### config.mk
export PLATFORM = sky130hd
export DESIGN_NAME = mux_n_scan
export DESIGN_NICKNAME = d
export VERILOG_FILES = /design/src/rtl/mux_n_scan.sv
export SDC_FILE = /design/constraint.sdc
export NUM_CORES = 1
export LEC_CHECK = 0
export ABC_AREA = 0
export CORE_ASPECT_RATIO = 0.8
export CORE_MARGIN = 2
export CORE_UTILIZATION = 45
export DETAILED_ROUTE_END_ITERATION = 16
export PLACE_DENSITY = 0.87
export SYNTH_ARGS = -nofsm -noshare
export SYNTH_HDL_FRONTEND = slang
export SYNTH_SLANG_ARGS = --single-unit
### constraint.sdc
create_clock -name clk -period 4.45 [get_ports clk]
set_input_delay 0.445 -clock clk [delete_from_list [all_inputs] [get_ports clk]]
set_output_delay 0.445 -clock clk [all_outputs]
set_load 0.005 [all_outputs]
### src/rtl/mux_n_scan.sv
`default_nettype none
// ============================================================================
// Module  : mux_n_scan
// Brief   : N-channel, W-bit registered multiplexer with a manual select mode
//           and an automatic scan mode that dwells DWELL cycles per channel.
// Revision: 1.0 - initial release
// ============================================================================
module mux_n_scan #(
  parameter int WIDTH    = 4,
  parameter int CHANNELS = 4,
  parameter int SEL_W    = 2,
  parameter int DWELL    = 4
) (
  input  logic                      clk,
  input  logic                      rst,
  input  logic [CHANNELS*WIDTH-1:0] X,
  input  logic [SEL_W-1:0]          sel,
  input  logic                      mode,
  input  logic                      en,
  output logic [WIDTH-1:0]          Y,
  output logic                      y_valid,
  output logic [SEL_W-1:0]          cur_sel,
  output logic                      wrap,
  output logic                      sel_err
);

  // One bit minimum so DWELL=1 still has a legal counter.
  localparam int c_cnt_w    = (DWELL > 1) ? $clog2(DWELL) : 1;
  localparam int c_last_ch  = CHANNELS - 1;
  localparam int c_last_cnt = DWELL - 1;

  typedef enum logic [1:0] {
    ST_IDLE   = 2'd0,
    ST_MANUAL = 2'd1,
    ST_SCAN   = 2'd2
  } state_t;

  state_t             r_state, w_state_nx;
  logic [WIDTH-1:0]   r_y, w_y_nx;
  logic               r_valid, w_valid_nx;
  logic [SEL_W-1:0]   r_cur, w_cur_nx;
  logic               r_wrap, w_wrap_nx;
  logic               r_err, w_err_nx;
  logic [c_cnt_w-1:0] r_dwell_cnt, w_dwell_cnt_nx;

  logic [WIDTH-1:0]   w_chan [CHANNELS];
  logic [WIDTH-1:0]   w_man_data;
  logic [WIDTH-1:0]   w_scan_data;
  logic               w_sel_oor;
  logic               w_do_entry;
  logic               w_do_manual;
  logic               w_do_step;

  // Split the packed input bus into individual channels.
  for (genvar gi = 0; gi < CHANNELS; gi++) begin : g_chan
    assign w_chan[gi] = X[gi*WIDTH +: WIDTH];
  end

  // Channel pickers; a select that names no channel yields zero.
  always_comb begin
    w_man_data  = '0;
    w_scan_data = '0;
    for (int i = 0; i < CHANNELS; i++) begin
      if (int'(sel) == i)   w_man_data  = w_chan[i];
      if (int'(r_cur) == i) w_scan_data = w_chan[i];
    end
  end

  assign w_sel_oor = (int'(sel) >= CHANNELS);

  // Next-state and next-output logic; en=0 freezes everything except the pulses.
  always_comb begin
    w_state_nx     = r_state;
    w_y_nx         = r_y;
    w_valid_nx     = 1'b0;
    w_cur_nx       = r_cur;
    w_wrap_nx      = 1'b0;
    w_err_nx       = r_err;
    w_dwell_cnt_nx = r_dwell_cnt;
    w_do_entry     = 1'b0;
    w_do_manual    = 1'b0;
    w_do_step      = 1'b0;

    if (en) begin
      case (r_state)
        ST_IDLE, ST_MANUAL: begin
          if (mode) w_do_entry  = 1'b1;
          else      w_do_manual = 1'b1;
        end
        ST_SCAN: begin
          if (mode) w_do_step   = 1'b1;
          else      w_do_manual = 1'b1;
        end
        default: w_state_nx = ST_IDLE;
      endcase
    end

    if (w_do_entry) begin
      // Scan always restarts from channel 0; Y keeps its old value for one cycle.
      w_state_nx     = ST_SCAN;
      w_cur_nx       = '0;
      w_dwell_cnt_nx = '0;
      w_err_nx       = 1'b0;
    end

    if (w_do_manual) begin
      w_state_nx = ST_MANUAL;
      w_cur_nx   = sel;
      w_valid_nx = 1'b1;
      w_err_nx   = w_sel_oor;
      w_y_nx     = w_sel_oor ? '0 : w_man_data;
    end

    if (w_do_step) begin
      w_y_nx     = w_scan_data;
      w_valid_nx = 1'b1;
      w_err_nx   = 1'b0;
      if (int'(r_dwell_cnt) == c_last_cnt) begin
        w_dwell_cnt_nx = '0;
        if (int'(r_cur) == c_last_ch) begin
          w_cur_nx  = '0;
          w_wrap_nx = 1'b1;
        end else begin
          w_cur_nx  = r_cur + 1'b1;
        end
      end else begin
        w_dwell_cnt_nx = r_dwell_cnt + 1'b1;
      end
    end
  end

  // State and output registers with asynchronous clear.
  always_ff @(posedge clk or posedge rst) begin
    if (rst) begin
      r_state     <= ST_IDLE;
      r_y         <= '0;
      r_valid     <= 1'b0;
      r_cur       <= '0;
      r_wrap      <= 1'b0;
      r_err       <= 1'b0;
      r_dwell_cnt <= '0;
    end else begin
      r_state     <= w_state_nx;
      r_y         <= w_y_nx;
      r_valid     <= w_valid_nx;
      r_cur       <= w_cur_nx;
      r_wrap      <= w_wrap_nx;
      r_err       <= w_err_nx;
      r_dwell_cnt <= w_dwell_cnt_nx;
    end
  end

  assign Y       = r_y;
  assign y_valid = r_valid;
  assign cur_sel = r_cur;
  assign wrap    = r_wrap;
  assign sel_err = r_err;

endmodule
`default_nettype wire

### After elaboration in Yosys (flattened, before gate mapping)

Cells that the tools add are included.
W data, S select, Z words.

| operators by class | value |
|---|---|
| add/subtract/negate cells | 2 |
| eq/ne operators | 10 |
| multiplexer cells | 38 |
| reductions and logical operators | 10 |

Operator list:

| operator | number |
|---|---|
| $mux W4 | 10 |
| $mux W2 | 12 |
| $mux W1 | 16 |
| $eq A2 B2 Y1 const B | 5 |
| $eq A2 B1 Y1 const B | 4 |
| $logic_not A2 Y1 | 3 |
| $reduce_bool A3 Y1 | 2 |
| $add A2 B1 Y2 const B | 2 |
| $reduce_bool A2 Y1 | 2 |
| $ne A3 B1 Y1 const B | 1 |
| $reduce_or A3 Y1 | 1 |
| $reduce_and A2 Y1 | 1 |
| $reduce_or A2 Y1 | 1 |

| word-level totals | value |
|---|---|
| register bits after elaboration | 13 |
| input bits | 22 |
| output and inout port bits | 9 |
| logic and storage cells | 67 |

### Depth between registers and ports, before layout

| logic depth | value |
|---|---|
| word-level depth | 8 |
| depth in mapped cells | 5 |
| gate-level depth less buffers | 5 |

### Worst setup path before layout

Ideal clock, no wire load.

| timing path | value |
|---|---|
| kind | register to register |
| start | register r_cur[0], in the netlist cur_sel[0] |
| end | register r_y[0], in the netlist Y[0] |
| setup time | 0.134 ns |
| arrival time | 1.332 ns |
| required time | 4.316 ns |
| path slack | 2.985 ns |
| cell stages (with the launch flop) | 6 |
| path buffers | 0 |
| period minus slack after synthesis | 1.465 ns |
| path through | dfrtp_1 inv_1 ha_1 or2_2 a221oi_1 o211ai_2 |

| between the ends | value |
|---|---|
| word-level cells in the longest chain between the ends | 6 |
| elaborated cells between the ends (all ways) | 9 |
| those cells by class | 3 x eq/ne; 5 x mux; 1 x reduce/logical |

Ends and longest elaborated chain:

| item | line | text |
|---|---|---|
| from (decl) | 41 | `logic [SEL_W-1:0] r_cur, w_cur_nx;` |
| from (signal assigned) | 146 | `r_cur <= w_cur_nx;` |
| $logic_not A2 Y1 | 65 | `if (int'(r_cur) == i) w_scan_data = w_chan[i];` |
| $mux W4 (3 in a row) | 65 |  |
| $mux W4 * | 65 |  |
| $mux W4 * | 114 | `if (w_do_step) begin` |
| to (signal assigned) | 144 | `r_y <= w_y_nx;` |
| to (decl) | 39 | `logic [WIDTH-1:0] r_y, w_y_nx;` |

Mark *: on every way between the ends. The rest lies on a longest branch, timed or not.
A chain may end at the register's enable or synchronous reset.

### Final worst setup path

| timing path | value |
|---|---|
| start | input sel[0] |
| end | register r_y[0], in the netlist Y[0] |

| between the ends | value |
|---|---|
| word-level cells in the longest chain between the ends | 7 |
| elaborated cells between the ends (all ways) | 10 |
| those cells by class | 3 x eq/ne; 6 x mux; 1 x reduce/logical |

Ends and longest elaborated chain:

| item | line | text |
|---|---|---|
| from (decl) | 17 | `input logic [SEL_W-1:0] sel,` |
| $logic_not A2 Y1 | 64 | `if (int'(sel) == i) w_man_data = w_chan[i];` |
| $mux W4 (3 in a row) | 64 |  |
| $mux W4 * | 64 |  |
| $mux W4 * | 106 | `if (w_do_manual) begin` |
| $mux W4 * | 114 |  |

Mark *: on every way between the ends. The rest lies on a longest branch, timed or not. The select of a mux whose other input is x is not followed.

==> run_results.csv <==
group,metric,value,unit
critical_path,worstRegToRegCells,5,
synth,syn_avg_cell_area,10.7,um2
critical_path,cp-start-kind,"input pin",
synth,synth_top_area_cell,"dfrtp_1",
floorplan,die_h,44.1,um
timing,timing.final.crit_share,0.386,
timing,max_clock_freq,582,MHz
clocking,postCtsSetupBuffers,0,
synth,yosysSeqAreaShare,0.331,
critical_path,crit_cells,4,
floorplan,die_width,54.2,um
synth,netlist_top_cells_area,"dfrtp_1 (33%), mux4_2 (9.9%), ha_1 (6.9%), nand3b_1 (5.0%), o21ai_0 (4.4%)",
global_route,grt_overflow,0,
synth,post-synth-top-count-cell,"dfrtp_1",
clocking,htree_levels,1,
global_route,grt_pass1_vias,806,
critical_path,cpLargestDelayFamily,"buffers and inverters",
global_route,antenna_found_initial,0,
placement,routabilityCongestion,0.864,
synth,ys_seq_elements,12,
critical_path,required,4620,ps
clocking,clkTransAtPathRegs,90,ps
critical_path,path_buf_inv,1,
critical_path,cpPeakStageDelay,660,ps
placement,hpwl,1700,um
flow_run,cap_violations,0,
global_route,grt_usage,0.214,
synth,syn_inst,85,
synth,synth_area,906,um2
timing,rsz0062_at_grt,"no",
clocking,root_buffer,"clkbuf_4",
clocking,insertion_delay,290,ps
timing,slew_viol_final,0,
timing,hold_viol_final,0,
placement,numPortBuffers,29,
timing,clock_skew,14.2,ps
clocking,hold_buffers,0,
synth,yosys-top-cells-count,"dfrtp_1 (12), o21ai_0 (8), inv_1 (7), nand3b_1 (6), ha_1 (5)",
critical_path,cp_max_fo,5,
clocking,clock_sinks,12,
routing,drtPass1Iterations,4,
synth,synth.distinct_cells,34,
synth,ys.flop_type,"dfrtp_1",
synth,synth_top_area_share,0.331,
finish,antenna_cells,0,
critical_path,cp_data_arrival_time,1890,ps
clocking,cts_tree,"done",
pwr,leakagePower,0.486,nW
clocking,postCtsResizedCells,0,
synth,synth-async-reset-ratio,1.00,
routing,ant_nets,0,
clocking,cts_buffer_depth,2,
routing,num_vias,819,
timing,setup_violations,0,
synth,ys_warn_count,0,
pwr,pwr_density_cell,293,nW/um2
pwr,irDropWorstVdd,0.000187,V
clocking,cts_made_buffers,3,
run_status,status,"completed",
finish,nets,141,
global_route,grt_pass1_wl,3600,um
routing,via_per_inst,5.98,
critical_path,r2r-start,"cur_sel[1]",
floorplan,fp-row-count,14,
critical_path,r2r-end,"Y[0]",
pwr,power,0.359,mW
floorplan,core,1890,um2
critical_path,cp_cell_sequence,"clkdlybuf4s50_1 > mux4_2 > nand3b_1 > o211ai_2",
routing,wire_per_inst,16.1,um
floorplan,start_util,0.479,
routing,drtIter0Drc,36,
timing,setup_tns,0,ps
critical_path,worst_path_max_delay_cell,"clkdlybuf4s50_1",
finish,drive_gt1_frac,0.177,
critical_path,crit_path_end_kind,"flip-flop",
floorplan,die_area,2390,um2
timing,fin_crit,1720,ps
critical_path,rrSetupSlack,2840,ps
floorplan,ioPinCount,31,
worst_hold_path,hold_path_class,"in -> async",
synth,synth_edf_count,0,
routing,wirelength,2210,um
finish,syn_to_final_growth,35.2,%
critical_path,critPathLaunch,"sel[0]",
synth,syn_nets,112,
global_route,grt_max_degree,14,
critical_path,critPathCapture,"Y[0]",
critical_path,crit_type,"in -> reg",
routing,drcViolationCount,0,
## stage by stage
stage	hold slack (ps)	worst slack (ps)	instance area, um2	instances	utilization
final	459	2730	1220	137	0.647
after global routing	495	2690	1220	137	0.647
after CTS	478	2740	1220	137	0.647
after detailed placement	497	2430	1190	133	0.628
after global placement	498	2440	1190	133	0.628
after floorplan	310	2980	906	85	-
## flip-flops by register name, summed over array words and instances (netlist names)
signal	flops
Y	4
wrap	1
r_dwell_cnt	2
cur_sel	2
r_state	2
y_valid	1
## how the worst min path moves through the flow
stage | start | end | cells after the start
after floorplan | rst | Y[0] | 1
after global placement | r_dwell_cnt[1] | r_dwell_cnt[1] | 1
after detailed placement | r_dwell_cnt[1] | r_dwell_cnt[1] | 1
after CTS | rst | Y[3] | 2
after global routing | rst | r_state[1] | 2
final | rst | Y[3] | 2
## layer usage
metal / track usage / vias up / share of wire
met3: 0.0811 / 6 / 0.087
met1: 0.273 / 388 / 0.44
met5: 0 / - / 0
met4: 0.0850 / 0 / 0.021
met2: 0.328 / 43 / 0.45
li1: - / 382 / -
## where the power goes
group	switching [mW]	internal, mW
registers	0.0155	0.126
logic	0.0546	0.0734
clock network	0.0393	0.0499
total	0.109	0.250
## cell usage in the layout, fill, tap and decap left out
| master | Yosys | final |
|---|---|---|
| or2_2 | 1 | 1 |
| dfrtp_1 | 12 | 12 |
| o21ai_0 | 8 | 8 |
| conb_1 | 1 | 1 |
| nor2_1 | 2 | 2 |
| nor3_1 | 2 | 2 |
| a32oi_1 | 1 | 1 |
| a221oi_1 | 3 | 3 |
| o2bb2ai_1 | 1 | 1 |
| o221ai_2 | 1 | 1 |
| nand3b_1 | 6 | 6 |
| o21a_1 | 1 | 1 |
| and4b_1 | 1 | 1 |
| ha_1 | 5 | 5 |
| nand4b_1 | 1 | 1 |
| nand2_1 | 3 | 3 |
| and3b_1 | 1 | 1 |
| or3b_2 | 1 | 1 |
| a211oi_1 | 2 | 2 |
| o211ai_2 | 3 | 3 |
| a22o_2 | 1 | 1 |
| mux4_2 | 4 | 4 |
| and2b_2 | 2 | 2 |
| o221ai_1 | 2 | 2 |
| clkbuf_8 | 0 | 1 |
| inv_1 | 7 | 7 |
| a31oi_1 | 2 | 2 |
| a21o_2 | 1 | 1 |
| or2b_1 | 1 | 1 |
| clkbuf_4 | 0 | 3 |
| o211ai_1 | 2 | 2 |
| a21bo_2 | 1 | 1 |
| a21boi_2 | 1 | 1 |
| clkdlybuf4s50_1 | 0 | 29 |
## final cells by class
class | count | area, um2
fill | 154 | 667
multi-input combinational | 61 | 542
sequential | 12 | 300
timing repair buffer | 29 | 290
clock buffer | 4 | 36.3
tap | 24 | 30.0
inverter | 7 | 26.3
## worst register-to-register path, delay by kind of cell (launching register included)
kind / cells / cell delay [ps]
buffers and inverters: 1 / 100
AND/OR/NAND/NOR: 1 / 280
flip-flops: 1 / 420
AO/OA/AOI/OAI: 2 / 440
adder cells (fa/ha/maj): 1 / 270
## logic make-up (layout without fill, tap and decap cells)
| family | count (synthesis) | in the layout | share of synthesized area |
|---|---|---|---|
| AO/OA/AOI/OAI | 30 | 30 | 0.269 |
| adder cells (fa/ha/maj) | 5 | 5 | 0.0691 |
| buffers and inverters | 12 | 40 | 0.0704 |
| flip-flops | 12 | 12 | 0.331 |
| multiplexers | 4 | 4 | 0.0995 |
| other | 1 | 1 | 0.00414 |
| AND/OR/NAND/NOR | 21 | 21 | 0.156 |
(Power assumes the default switching activity.)
